## config.mk

```make
export PLATFORM = sky130hd
export DESIGN_NAME = alu_seq
export DESIGN_NICKNAME = d
export VERILOG_FILES = /design/src/rtl/alu_seq.sv
export SDC_FILE = /design/constraint.sdc
export NUM_CORES = 1
export LEC_CHECK = 0
export BUFFER_PORTS_ARGS = -buffer_cell sky130_fd_sc_hd__buf_2
export CORE_ASPECT_RATIO = 0.8
export CORE_MARGIN = 8
export CORE_UTILIZATION = 38
export DETAILED_ROUTE_END_ITERATION = 16
export PLACE_DENSITY = 0.57
export SYNTH_ARGS = -nofsm -noshare
export SYNTH_HDL_FRONTEND = slang
export SYNTH_SLANG_ARGS = --single-unit
```

## constraint.sdc

```tcl
create_clock -name clk -period 9.06 [get_ports clk]
set_input_delay 1.812 -clock clk [delete_from_list [all_inputs] [get_ports clk]]
set_output_delay 1.812 -clock clk [all_outputs]
set_load 0.05 [all_outputs]
```

## src/rtl/alu_seq.sv

```systemverilog
// Handshaked ALU: single-cycle logic/arith ops and a WIDTH-cycle shift-add MUL.
// The result and the Z/N/V flags are registered and held in DONE until the consumer accepts them.
module alu_seq #(
   parameter int WIDTH = 16,
   parameter int CNT_W = $clog2(WIDTH + 1)
) (
   input  logic             clk,
   input  logic             reset_n,
   input  logic             in_valid,
   output logic             in_ready,
   input  logic [2:0]       op,
   input  logic [WIDTH-1:0] a,
   input  logic [WIDTH-1:0] b,
   input  logic             flush,
   output logic             out_valid,
   input  logic             out_ready,
   output logic [WIDTH-1:0] result,
   output logic             z,
   output logic             n,
   output logic             v,
   output logic             busy
);

   typedef enum logic [1:0] {S_IDLE, S_MUL, S_DONE} state_t;

   localparam logic [2:0] OP_ADD   = 3'b000;
   localparam logic [2:0] OP_SUB   = 3'b001;
   localparam logic [2:0] OP_AND   = 3'b010;
   localparam logic [2:0] OP_NOTB  = 3'b011;
   localparam logic [2:0] OP_OR    = 3'b100;
   localparam logic [2:0] OP_XOR   = 3'b101;
   localparam logic [2:0] OP_MUL   = 3'b110;
   localparam logic [2:0] OP_PASSA = 3'b111;

   localparam int MSB = WIDTH - 1;

   state_t             r_state;
   logic [2*WIDTH-1:0] r_mcand;
   logic [WIDTH-1:0]   r_mplier;
   logic [2*WIDTH-1:0] r_acc;
   logic [CNT_W-1:0]   r_cnt;
   logic [WIDTH-1:0]   r_result;
   logic               r_z;
   logic               r_n;
   logic               r_v;

   logic [WIDTH-1:0]   w_alu_res;
   logic               w_alu_v;
   logic [2*WIDTH-1:0] w_acc_next;
   logic [WIDTH-1:0]   w_mul_res;

   // NOTE: every output of a combinational block gets a default first, so no path infers a latch.
   always_comb begin
      w_alu_res = '0;
      w_alu_v   = 1'b0;
      case (op)
         OP_ADD: begin
            w_alu_res = a + b;
            w_alu_v   = (a[MSB] == b[MSB]) && (w_alu_res[MSB] != a[MSB]);
         end
         OP_SUB: begin
            w_alu_res = a - b;
            w_alu_v   = (a[MSB] != b[MSB]) && (w_alu_res[MSB] != a[MSB]);
         end
         OP_AND:   w_alu_res = a & b;
         OP_NOTB:  w_alu_res = ~b;
         OP_OR:    w_alu_res = a | b;
         OP_XOR:   w_alu_res = a ^ b;
         OP_PASSA: w_alu_res = a;
         default:  w_alu_res = '0;
      endcase
   end

   // One multiplier bit per clock: add the shifted multiplicand when the current bit is set.
   assign w_acc_next = r_acc + (r_mplier[0] ? r_mcand : '0);
   assign w_mul_res  = w_acc_next[WIDTH-1:0];

   // NOTE: state registers use non-blocking assignments so every flop samples pre-edge values.
   always_ff @(posedge clk or negedge reset_n) begin
      if (!reset_n) begin
         r_state  <= S_IDLE;
         r_mcand  <= '0;
         r_mplier <= '0;
         r_acc    <= '0;
         r_cnt    <= '0;
         r_result <= '0;
         r_z      <= 1'b0;
         r_n      <= 1'b0;
         r_v      <= 1'b0;
      end else if (flush) begin
         r_state <= S_IDLE;
         r_cnt   <= '0;
      end else begin
         case (r_state)
            S_IDLE: begin
               if (in_valid) begin
                  if (op == OP_MUL) begin
                     r_mcand  <= {{WIDTH{1'b0}}, a};
                     r_mplier <= b;
                     r_acc    <= '0;
                     r_cnt    <= '0;
                     r_state  <= S_MUL;
                  end else begin
                     r_result <= w_alu_res;
                     r_z      <= (w_alu_res == '0);
                     r_n      <= w_alu_res[MSB];
                     r_v      <= w_alu_v;
                     r_state  <= S_DONE;
                  end
               end
            end
            S_MUL: begin
               r_acc    <= w_acc_next;
               r_mcand  <= r_mcand << 1;
               r_mplier <= r_mplier >> 1;
               if (r_cnt == CNT_W'(WIDTH - 1)) begin
                  r_result <= w_mul_res;
                  r_z      <= (w_mul_res == '0);
                  r_n      <= w_mul_res[MSB];
                  r_v      <= |w_acc_next[2*WIDTH-1:WIDTH];
                  r_cnt    <= '0;
                  r_state  <= S_DONE;
               end else begin
                  r_cnt <= r_cnt + CNT_W'(1);
               end
            end
            S_DONE: begin
               if (out_ready) r_state <= S_IDLE;
            end
            default: r_state <= S_IDLE;
         endcase
      end
   end

   assign in_ready  = (r_state == S_IDLE);
   assign out_valid = (r_state == S_DONE);
   assign busy      = (r_state == S_MUL);
   assign result    = r_result;
   assign z         = r_z;
   assign n         = r_n;
   assign v         = r_v;

endmodule
```

# Yosys cells after proc, flatten, opt, wreduce, memory -nomap -nowiden
# Cells that the tools add are included.
# Widths: inputs -> output; s select.
[totals]
reg_bits = 106
latchBits = 0
ramBits = 0
mem_bits_ro = 0
in_bits = 40
out_inout_bits = 22
word_cells = 92
mem_count = 0
[op_classes]
n_addsub = 4
multipliers = 0
div = 0
order_cmp = 0
eq_ne = 22
shift = 0
muxes = 39
n_bitwise = 5
reduce_logical = 13
[ops]
columns = ["op", "count"]
rows = [
  ["$mux 32", 5],
  ["$pmux 32 s2", 2],
  ["$pmux 16 s7", 1],
  ["$mux 16", 5],
  ["$pmux 16 s2", 2],
  ["$add 32x32->32", 1],
  ["$logic_not 16->1", 2],
  ["$mux 5", 4],
  ["$add 16x16->16", 1],
  ["$and 16x16->16", 1],
  ["$not 16->16", 1],
  ["$or 16x16->16", 1],
  ["$reduce_or 16->1", 1],
  ["$sub 16x16->16", 1],
  ["$xor 16x16->16", 1],
  ["$eq 3x3->1 const B", 4],
  ["$mux 2", 5],
  ["$pmux 5 s2", 1],
  ["$mux 1", 9],
  ["$ne 3x2->1 const B", 3],
  ["$pmux 1 s2", 4],
  ["$eq 3x2->1 const B", 2],
  ["$pmux 2 s3", 1],
  ["$reduce_and 3->1", 2],
  ["other kinds (18)", 23],
]

# Longest topological paths before layout
# Gate-level depths: netlist of the first run.
[depth]
depth_word = 7
mapped_depth = 14
ltp_nobuf = 14

# Worst setup path before layout of the first run
# No wires, ideal clock.
[synth_timing]
path_type = "input -> register"
start = "input b[1]"
end = "register r_z (netlist: z)"
setup_time_ps = 66
arrival_ps = 4090
required_ps = 8994
path_slack_ps = 4904
cell_stages = 12
n_path_buf = 0
cell_sequence = "inv_1 -> ha_1 -> nor2_1 -> o311a_1 -> o21ba_1 -> o2111ai_1 -> a211oi_1 -> o41ai_2 -> xnor2_1 -> o21ai_1 -> nor4_1 -> a31o_1"
[synth_between]
elab_chain_cells = 6
word_cells_on_any_way = 11
classes_between = "add/sub (2); mux (4); bitwise (4); reduce/logical (1)"
[synth_rtl]
columns = ["item", "line", "rtl"]
rows = [
  ["start: declaration", "13", "input logic [WIDTH-1:0] b,"],
  ["$sub 16x16->16 (tied with other cells)", "62", "w_alu_res = a - b;"],
  ["$pmux 16 s7 (*)", "56", "case (op)"],
  ["$logic_not 16->1 (*)", "105", "r_z <= (w_alu_res == '0);"],
  ["$mux 1 (*)", "97", "if (op == OP_MUL) begin"],
  ["$mux 1 (*)", "96", "if (in_valid) begin"],
  ["$pmux 1 s2 (*)", "94", "case (r_state)"],
  ["end signal: assignment", "105", ""],
  ["end signal: assignment", "118", "r_z <= (w_mul_res == '0);"],
  ["end: declaration", "43", "logic r_z;"],
]
# Every way passes the cells marked *; elsewhere a longest branch is shown, timed or not. The select of a mux whose other input is x is not followed.
# A chain may end at the register's enable or synchronous reset.

# Worst setup path after layout of the first run
[layout_timing]
start = "input op[0]"
end = "register r_mcand[14]"
[layout_between]
elab_chain_cells = 3
[layout_rtl]
columns = ["item", "line", "rtl"]
rows = [
  ["start: declaration", "11", "input logic [2:0] op,"],
  ["$eq 3x3->1", "97", ""],
  ["$ne 2x1->1 (no source line)", "n/a", ""],
  ["$reduce_and 4->1 (no source line)", "n/a", ""],
  ["end signal: assignment", "98", "r_mcand <= {{WIDTH{1'b0}}, a};"],
  ["end signal: assignment", "114", "r_mcand <= r_mcand << 1;"],
  ["end: declaration", "38", "logic [2*WIDTH-1:0] r_mcand;"],
]
# No other way between the ends.

==> results.yml, run 1 <==
outcome:
  status: "finished clean"
timing:
  post-route-worst-setup-slack_ns: 4.015
  setup_viol: 0
  finalMaxSlewViolations: 0
  timing.clock.skew_ns: 0.009319
  setup_repair_after_global_routing_missed_its_margin: "false"
  fin_worst_hold_slack_ns: 0.4755
  timing_hold_violations_final: 0
  max_slew_margin: 0.2556
  max_clock_freq_mhz: 198.2
  worst-slew-pin-transition_ns: 1.112
  finalWorstPathRequiredPeriod_ns: 5.045
  final.period_utilization: 0.5569
  setup_tns_ns: 0
yosys:
  ys_ff_latch: 105
  postSynthNetCount: 1233
  dominant_cell_by_count_in_the_synthesized_netlist: "nand2_1"
  synth.cell_area_um2: 8930
  syn_area_per_cell_um2: 8.059
  synth_edf_count: 0
  netlist.top_cell.by_area: "dfrtp_1"
  postSynth.asyncResetShare: 1.000
  synth_cell_types: 80
  sequential_area_share_after_synthesis: 0.2942
  ys_top_cells_by_area: "dfrtp_1 (29%), ha_1 (11%), nand2_1 (5.5%)"
  ys_dominant_reg_cell: "dfrtp_1"
  synthesis.instances: 1108
  yosysWarnings: 0
  synth.cells.most_frequent: "nand2_1 (132), dfrtp_1 (105), a21oi_1 (96)"
  synth_largest_type_area_fraction: 0.2942
layout:
  layout.cell_area.non_filler_um2: 9677
  final-instance-count-excl-fill: 1431
  synthToLayoutAreaGrowth_pct: 8.365
  diodes: 0
  post_route_cells_drive_above_1_share: 0.1010
  num-nets-final: 1239
routing:
  route.detailed.wl_per_inst_um: 18.18
  dr_total_vias: 7936
  drc_violations_left: 0
  firstDrtPassIters: 5
  drt_wl_total_um: 26020
  remaining_number_of_nets_flagged_by_the_antenna_check_after_routing: 0
  vias_per_cell: 5.546
  drt_first_iter_violations: 667
power_and_ir_drop:
  leakagePower_nw: 4.538
  irDropWorstVdd_mv: 0.09324
  power_density_nw_per_um2: 146.2
cts:
  worstSkewPairLatency_ns: 0.36
  cts_num_sinks: 105
  cts_max_level: 3
  clock_tree_from_tritoncts: "done"
  cts-buffers-inserted: 9
  clock_tree.root_cell: "clkbuf_16"
  cts_post_setup_buffers_inserted: 0
  post_cts_resize_count: 0
  clock_path_buffers: 2
  worst_setup_hold_path_clk_slew_ns: 0.08
  cts-hold-fix-buffers: 0
job:
  timing.max_cap.violations: 0
floorplanning:
  io_count: 62
  die_area_um2: 28690
  die_x_um: 187.4
  core_um2: 23210
  floorplan.initialDensity: 0.3847
  num_rows: 50
  fp.dieH_um: 153.1
placed_design:
  gp_congestion: 0.8941
  dpl-instance-area_um2: 9405
  pre_cts_ws_ns: 3.692
  io_buffer_count: 61
  hpwl_after_detailed_placement_um: 19530
  placedCellCount: 1415
critical_path:
  timing_worst_setup_path_type: "in -> reg"
  worst_path_largest_cell_delay_ns: 0.85
  critPathSlowestCell: "o21ai_4"
  setup.worst_path.start_class: "primary input"
  worst_path_max_fanout: 79
  timing.critical_path.cells: "buf_2 > inv_2 > and3_1 > and2_1 > o21ai_4 > buf_4 > o21ai_0"
  timing.critical_path.arrival_ns: 5.25
  cp-end-kind: "register"
  worst-r2r-setup-slack_ns: 5.01
  required_time_reported_for_the_critical_path_endpoint_ns: 9.27
global_route:
  gr-max-usage-layer: "met1"
  gr-total-overflow: 0
  initial_antenna_violation_count: 0
  grt_use_met2: 0.2589
  grt_util_all_layers: 0.1799
  grt_pass1_vias: 7773
  grt_max_degree: 80
  wire_length_of_the_first_global_routing_pass_um: 42680
  met1_usage: 0.2713
  groute.layer.met3.usage: 0.03251
worst_hold_path:
  min_path_type: "reg -> reg"
-- worst max-delay path, delay by kind of cell --
kind	cells	cell delay, ns
AND/OR/NAND/NOR	2	0.52
AO/OA/AOI/OAI	2	1.05
buffers and inverters	3	1.77
-- final timing paths --
kind                                           end                     from  cells past startpoint
max reg2reg                          v$_DFFE_PN0P_  r_mplier[0]$_DFFE_PN0P_                     13
min in group asynchronous  r_mcand[18]$_DFFE_PN0P_                  reset_n                      1
min reg2reg                 result[11]$_DFFE_PN0P_   result[11]$_DFFE_PN0P_                      2
max in group asynchronous   r_state[1]$_DFFE_PN0P_                  reset_n                      2
max                        r_mcand[14]$_DFFE_PN0P_                    op[0]                      7
min                         result[11]$_DFFE_PN0P_   result[11]$_DFFE_PN0P_                      2
-- registers in the layout, summed over array words and instances, names as in the netlist --
| register | flops |
|---|---|
| r_state | 2 |
| r_acc | 32 |
| z | 1 |
| r_mplier | 16 |
| r_cnt | 5 |
| v | 1 |
| result | 16 |
| r_mcand | 32 |
-- through the flow --
stage / utilization / total power [mW]
6_report: 0.4169 / 1.414
5_1_grt: 0.4169 / 1.499
4_1_cts: 0.4169 / 1.426
3_5_place_dp: 0.4052 / 1.043
3_3_place_gp: 0.4052 / 1.039
2_1_floorplan: - / 0.9032
-- layout make-up --
type | instances | area, um2
Tap cell | 312 | 390.4
Fill cell | 2352 | 13530
Clock buffer | 10 | 229.0
Timing Repair Buffer | 66 | 345.3
Inverter | 56 | 210.2
Multi-Input combinational cell | 876 | 5832
Clock inverter | 6 | 42.54
Sequential cell | 105 | 2628
-- metal layers --
metal  up-vias  wire length (um)  share of wire
li1       3965                 -              -
met1      3784             13600           0.52
met2       164             10770           0.41
met3        23              1317          0.051
met4         0               330          0.013
met5         -                 0              0
-- placed cells by master (no fill, tap or decap), types with 4 or more instances in the layout --
cell type	Yosys	layout
nor4_1	10	10
o211ai_1	13	13
and2_1	32	32
buf_2	9	60
a31oi_1	16	16
dfrtp_1	105	105
o21ai_0	86	86
a221oi_1	6	6
nand2_1	132	132
mux2i_1	17	17
a22oi_1	8	8
or3_1	8	8
clkbuf_16	0	9
o21ai_1	25	24
inv_1	52	52
inv_2	4	4
o21a_1	11	11
o22ai_1	4	4
o31ai_1	8	8
buf_4	1	6
xor2_1	19	19
nor2_1	91	89
o21bai_1	10	10
or2_2	5	5
nor3_1	15	15
nand3_1	5	5
a21o_1	15	15
a211oi_1	13	13
a22o_1	31	31
nand2b_1	8	8
nand4_1	11	11
nor2b_1	9	9
a21oi_1	96	96
ha_1	82	82
xnor2_1	25	25
-- power by group --
part	internal [mW]	switching, mW	total, mW
Sequential	0.531	0.0607	0.592
Combinational	0.146	0.296	0.442
Clock	0.188	0.192	0.380
Total	0.865	0.549	1.41
-- cells by family (layout without fill, tap and decap cells) --
group | after synthesis | count (layout) | synth area share
AO/OA/AOI/OAI | 388 | 388 | 0.2878
AND/OR/NAND/NOR | 339 | 339 | 0.1753
buffers and inverters | 127 | 138 | 0.05506
flip-flops | 105 | 105 | 0.2942
adder cells (fa/ha/maj) | 85 | 85 | 0.1216
XOR/XNOR | 44 | 44 | 0.04316
multiplexers | 20 | 20 | 0.02284
(Power assumes the default switching activity.)
==> run 2, diff against run 1 <==
PLACE_DENSITY = 0.59   (was 0.57)
clock period = 4.39 ns   (was 9.06 ns; I/O delays follow)
==> run 2 against run 1 <==
Net effect:
- register-to-register slack lost 4.3 ns
- clock power grew 120%
- clock skew grew 0.0029 ns
- sequential share of layout area shrank 0.37 points
- cell count grew 0.84%
- largest cell class unchanged
- routed wire length grew 1.7%
- worst hold slack gained 0.0063 ns
- largest power group unchanged
- critical endpoint is now z$_DFFE_PN0P_
- non-clock buffer count grew 13
==> results.yml, run 2 (synthesized netlist as in run 1, its figures left out) <==
cts:
  clock_tree_from_tritoncts: "done"
  worst_setup_hold_path_clk_slew_ns: 0.07
  cts_num_sinks: 105
  cts_max_level: 3
  cts-buffers-inserted: 9
  clock_tree.root_cell: "clkbuf_16"
  post_cts_resize_count: 0
  cts_post_setup_buffers_inserted: 0
  cts-hold-fix-buffers: 0
  worstSkewPairLatency_ns: 0.36
  clock_path_buffers: 2
timing:
  max_slew_margin: 0.4891
  setup_repair_after_global_routing_missed_its_margin: "false"
  worst-slew-pin-transition_ns: 0.7595
  max_clock_freq_mhz: 272.0
  post-route-worst-setup-slack_ns: 0.7141
  final.period_utilization: 0.8373
  finalMaxSlewViolations: 0
  timing.clock.skew_ns: 0.01225
  finalWorstPathRequiredPeriod_ns: 3.676
  setup_viol: 0
  timing_hold_violations_final: 0
  fin_worst_hold_slack_ns: 0.4818
  setup_tns_ns: 0
layout:
  most_common_library_cell_in_the_layout_ignoring_fill_and_taps: "nand2_1"
  synthToLayoutAreaGrowth_pct: 9.864
  num-nets-final: 1252
  largest_registers: "r_acc (32), r_mcand (32)"
  multi_input_area_um2: 5827
  layout.area.seq_um2: 2628
  fill_cells: 2365
  diodes: 0
  commonest_non_fill_non_tap_cells_in_the_layout: "nand2_1 (132), dfrtp_1 (105), a21oi_1 (96)"
  post_route_cells_drive_above_1_share: 0.1114
  utilization: 0.4227
critical_path:
  worst_path_largest_cell_delay_ns: 0.57
  timing_worst_setup_path_type: "in -> reg"
  required_time_reported_for_the_critical_path_endpoint_ns: 4.68
  critPathSlowestCell: "a211oi_1"
  setup.worst_path.start_class: "primary input"
  worst_path_max_fanout: 5
  cp-end-kind: "register"
  timing.critical_path.arrival_ns: 3.97
  timing.critical_path.cells: "buf_2 > inv_1 > ha_1 > a211oi_1 > o21bai_1 > a21oi_1 > xnor2_1 > a221oi_1 > a22oi_1 > nor3_1 > nand4b_1 > nor4_1 > a31o_1"
routing:
  remaining_number_of_nets_flagged_by_the_antenna_check_after_routing: 0
  firstDrtPassIters: 5
  drt_wl_total_um: 26450
  drc_violations_left: 0
  route.detailed.wl_per_inst_um: 18.33
  vias_per_cell: 5.659
  drt_first_iter_violations: 645
  dr_total_vias: 8166
worst_hold_path:
  min_path_type: "reg -> reg"
global_route:
  initial_antenna_violation_count: 1
  gr-total-overflow: 0
  grt_max_degree: 124
  wire_length_of_the_first_global_routing_pass_um: 42520
  grt_util_all_layers: 0.1806
  grt_pass1_vias: 7717
floorplanning:
  core_um2: 23210
  die_area_um2: 28690
  io_count: 62
  fp.dieH_um: 153.1
  die_x_um: 187.4
  num_rows: 50
  floorplan.initialDensity: 0.3847
placed_design:
  pre_cts_ws_ns: 0.5011
  gp_congestion: 0.9148
  hpwl_after_detailed_placement_um: 20030
  io_buffer_count: 61
job:
  timing.max_cap.violations: 0
power_and_ir_drop:
  leakagePower_nw: 4.624
  irDropWorstVdd_mv: 0.1918
  power_density_nw_per_um2: 305.5
outcome:
  status: "finished clean"
==> run 2: metrics by stage <==
stage / area (um2) / power, mW / instances
detailed placement: 9510 / 2.163 / 1428
CTS: 9811 / 3.023 / 1443
global placement: 9510 / 2.152 / 1428
global route: 9811 / 3.162 / 1443
floorplan: 8930 / 1.864 / 1108
finish: 9811 / 2.997 / 1443
==> run 2: cell type report <==
type | count | share of cell area
multi-input combinational | 876 | 0.5939
sequential | 105 | 0.2678
timing repair buffer | 79 | 0.04642
tap | 312 | 0.03979
clock buffer | 9 | 0.02296
inverter | 56 | 0.02143
clock inverter | 6 | 0.007652
==> run 2: layer usage <==
metal  vias to the layer above  track usage  part of all wire
met5                         -            0           0.00049
met4                         2      0.04757             0.015
met3                        27      0.02615             0.045
met2                       213       0.2595              0.42
met1                      3933       0.2750              0.52
li1                       3991            -                 -
==> run 2: worst paths after layout <==
| kind | from | to | slack, ns | cells after the start |
|---|---|---|---|---|
| worst max-delay path | b[1] | z$_DFFE_PN0P_ | 0.71 | 13 |
| worst min-delay path | result[9]$_DFFE_PN0P_ | result[9]$_DFFE_PN0P_ | 0.48 | 2 |
| worst max register to register | r_mplier[0]$_DFFE_PN0P_ | v$_DFFE_PN0P_ | 0.74 | 13 |
| worst min register to register | result[9]$_DFFE_PN0P_ | result[9]$_DFFE_PN0P_ | 0.48 | 2 |
| max in group asynchronous | reset_n | r_mcand[9]$_DFFE_PN0P_ | 2.99 | 2 |
| min in group asynchronous | reset_n | r_mcand[13]$_DFFE_PN0P_ | 0.51 | 1 |
==> run 2: worst max-delay path, delay by kind of cell <==
| family | cells | cell delay, ns |
|---|---|---|
| compound gates | 6 | 1.61 |
| xor+xnor | 1 | 0.08 |
| fa+ha+maj | 1 | 0.31 |
| buf+inv | 2 | 0.32 |
| simple gates | 3 | 0.77 |
==> run 2: power by group <==
group | internal, mW | total [mW] | switching (mW)
sequential | 1.10 | 1.19 | 0.0977
combinational | 0.313 | 0.953 | 0.640
clock | 0.449 | 0.850 | 0.401
==> run 3, diff against run 2 <==
ABC_AREA = 1   (was default)
PLACE_DENSITY = 0.57   (was 0.59)
clock period = 3.7 ns   (was 4.39 ns; I/O delays follow)
==> run 3 against run 2 <==
Net effect:
- cell count grew 38%
- die area is 12% higher
- sequential power increased by 35%
- clock skew up 0.0028 ns
- design area increased by 12%
- synthesized cell count grew 45%
- clock power increased by 16%
- utilization is 0.44 points lower
- routed wire length grew 26%
- area after synthesis rose by 13%
- largest power group is now combinational logic
- setup slack worse by 0.30 ns
==> results.yml, run 3 <==
outcome:
  status: "finished clean"
critical_path:
  worstRegToRegCells: 18
  worst_r2r_endpoint: "v$_DFFE_PN0P_"
  cp-end-kind: "register"
  required_time_reported_for_the_critical_path_endpoint_ns: 3.97
  setup.worst_path.start_class: "register"
  timing.critical_path.arrival_ns: 3.56
  rr_startpoint: "r_mplier[0]$_DFFE_PN0P_"
  worst-r2r-setup-slack_ns: 0.41
  worst_path_max_fanout: 18
  timing_worst_setup_path_type: "reg -> reg"
routing:
  route.detailed.wl_per_inst_um: 16.68
  drt_wl_total_um: 33320
  drt_first_iter_violations: 974
  firstDrtPassIters: 5
  vias_per_cell: 5.122
  dr_total_vias: 10233
  remaining_number_of_nets_flagged_by_the_antenna_check_after_routing: 0
  drc_violations_left: 0
cts:
  cts_post_setup_buffers_inserted: 0
  clock_tree.root_cell: "clkbuf_16"
  cts_max_level: 3
  clock_tree_from_tritoncts: "done"
  post_cts_resize_count: 0
  cts-hold-fix-buffers: 0
  cts_num_sinks: 105
  cts-buffers-inserted: 9
  worst_setup_hold_path_clk_slew_ns: 0.08
  clock_path_buffers: 2
  worstSkewPairLatency_ns: 0.38
layout:
  commonest_non_fill_non_tap_cells_in_the_layout: "nand2_1 (505), inv_1 (277), nor2_1 (131)"
  post_route_cells_drive_above_1_share: 0.07922
  largest_registers: "r_acc (32), r_mcand (32)"
  num-nets-final: 1762
  synthToLayoutAreaGrowth_pct: 8.462
  most_common_library_cell_in_the_layout_ignoring_fill_and_taps: "nand2_1"
  diodes: 0
global_route:
  grt_pass1_vias: 9668
  wire_length_of_the_first_global_routing_pass_um: 53140
  grt_util_all_layers: 0.2107
  gr-total-overflow: 0
  initial_antenna_violation_count: 1
  grt_max_degree: 78
yosys:
  synth.cell_area_um2: 10130
  ys_dominant_reg_cell: "dfrtp_1"
  ys_top_cells_by_area: "dfrtp_1 (26%), nand2_1 (19%), inv_1 (10%)"
  sequential_area_share_after_synthesis: 0.2594
  synth_cell_types: 46
  ys_ff_latch: 105
  synth_edf_count: 0
  postSynth.asyncResetShare: 1.000
  yosysWarnings: 0
  dominant_cell_by_count_in_the_synthesized_netlist: "nand2_1"
  synth_largest_type_area_fraction: 0.2594
  synthesis.instances: 1604
  netlist.top_cell.by_area: "dfrtp_1"
  synth.cells.most_frequent: "nand2_1 (505), inv_1 (278), nor2_1 (131)"
  postSynthNetCount: 1729
  syn_area_per_cell_um2: 6.315
timing:
  timing_hold_violations_final: 0
  max_clock_freq_mhz: 304.2
  final.period_utilization: 0.8884
  timing.clock.skew_ns: 0.01505
  setup_viol: 0
  fin_worst_hold_slack_ns: 0.3533
  max_slew_margin: 0.3350
  setup_repair_after_global_routing_missed_its_margin: "false"
  worst-slew-pin-transition_ns: 0.9939
  finalMaxSlewViolations: 0
  finalWorstPathRequiredPeriod_ns: 3.287
  setup_tns_ns: 0
floorplanning:
  num_rows: 53
  fp.dieH_um: 162.0
  die_area_um2: 32170
  core_um2: 26260
  die_x_um: 198.5
  io_count: 62
  floorplan.initialDensity: 0.3857
placed_design:
  io_buffer_count: 61
  hpwl_after_detailed_placement_um: 26070
  gp_congestion: 0.9319
job:
  timing.max_cap.violations: 0
power_and_ir_drop:
  irDropWorstVdd_mv: 0.3900
  leakagePower_nw: 6.086
  p_total_mw: 4.502
  power_density_nw_per_um2: 409.8
worst_hold_path:
  min_path_type: "in -> async"
run 3: worst max-delay path: stages (launching register included):
cell	delay [ns]
dfrtp_1	0.79
buf_4	0.33
nand2_1	0.07
inv_1	0.05
ha_1	0.29
nand2_1	0.10
nand2_1	0.11
inv_1	0.07
nand2_1	0.06
a21oi_1	0.30
nor2_1	0.07
nor2_1	0.24
nand2_1	0.09
nand2_1	0.06
nand2_1	0.07
nor3_1	0.18
nand3_1	0.15
nand2_1	0.09
nand2_1	0.05
run 3: worst max-delay path by stage:
stage / startpoint / endpoint / slack (ns) / cells past startpoint
after floorplan: r_mplier[0]$_DFFE_PN0P_ / v$_DFFE_PN0P_ / 1.14 / 22
final: r_mplier[0]$_DFFE_PN0P_ / v$_DFFE_PN0P_ / 0.41 / 18
after CTS: r_mplier[0]$_DFFE_PN0P_ / v$_DFFE_PN0P_ / 0.46 / 18
after global routing: r_mplier[0]$_DFFE_PN0P_ / v$_DFFE_PN0P_ / 0.20 / 18
after detailed placement: r_mplier[0]$_DFFE_PN0P_ / v$_DFFE_PN0P_ / 0.49 / 18
after global placement: r_mplier[0]$_DFFE_PN0P_ / v$_DFFE_PN0P_ / 0.53 / 18
run 3: where the power goes:
| part | internal, mW | switching [mW] |
|---|---|---|
| clock network | 0.470 | 0.513 |
| logic | 0.572 | 1.34 |
| registers | 1.42 | 0.186 |
| total | 2.46 | 2.04 |
run 3: layer usage:
metal | GRT usage | part of all wire
met2 | 0.2926 | 0.39
met5 | 0 | 0
met4 | 0.03902 | 0.011
met1 | 0.3293 | 0.53
met3 | 0.04053 | 0.073
run 3: cell families after synthesis:
family,count (synthesis),synth area share
XOR/XNOR,16,0.01384
AND/OR/NAND/NOR,828,0.3439
adder cells (fa/ha/maj),85,0.1072
buffers and inverters,337,0.1355
flip-flops,105,0.2594
AO/OA/AOI/OAI,233,0.1401
run 3: area by class of cell:
| cell class | count | area [um2] |
|---|---|---|
| clock buffer | 9 | 225.2 |
| clock inverter | 6 | 60.06 |
| fill | 2898 | 15270 |
| inverter | 287 | 1077 |
| multi-input combinational | 1162 | 6133 |
| sequential | 105 | 2628 |
| tap | 357 | 446.7 |
| timing repair buffer | 72 | 415.4 |
run 3: stage by stage:
| stage | cell area, um2 | setup slack [ns] | util | std cells |
|---|---|---|---|---|
| after floorplan | 10130 | 1.143 | - | 1604 |
| after global placement | 10700 | 0.5319 | 0.4075 | 1983 |
| after detailed placement | 10700 | 0.4902 | 0.4075 | 1983 |
| after CTS | 10990 | 0.4638 | 0.4183 | 1998 |
| after global routing | 10990 | 0.1954 | 0.4183 | 1998 |
| final | 10990 | 0.4130 | 0.4183 | 1998 |
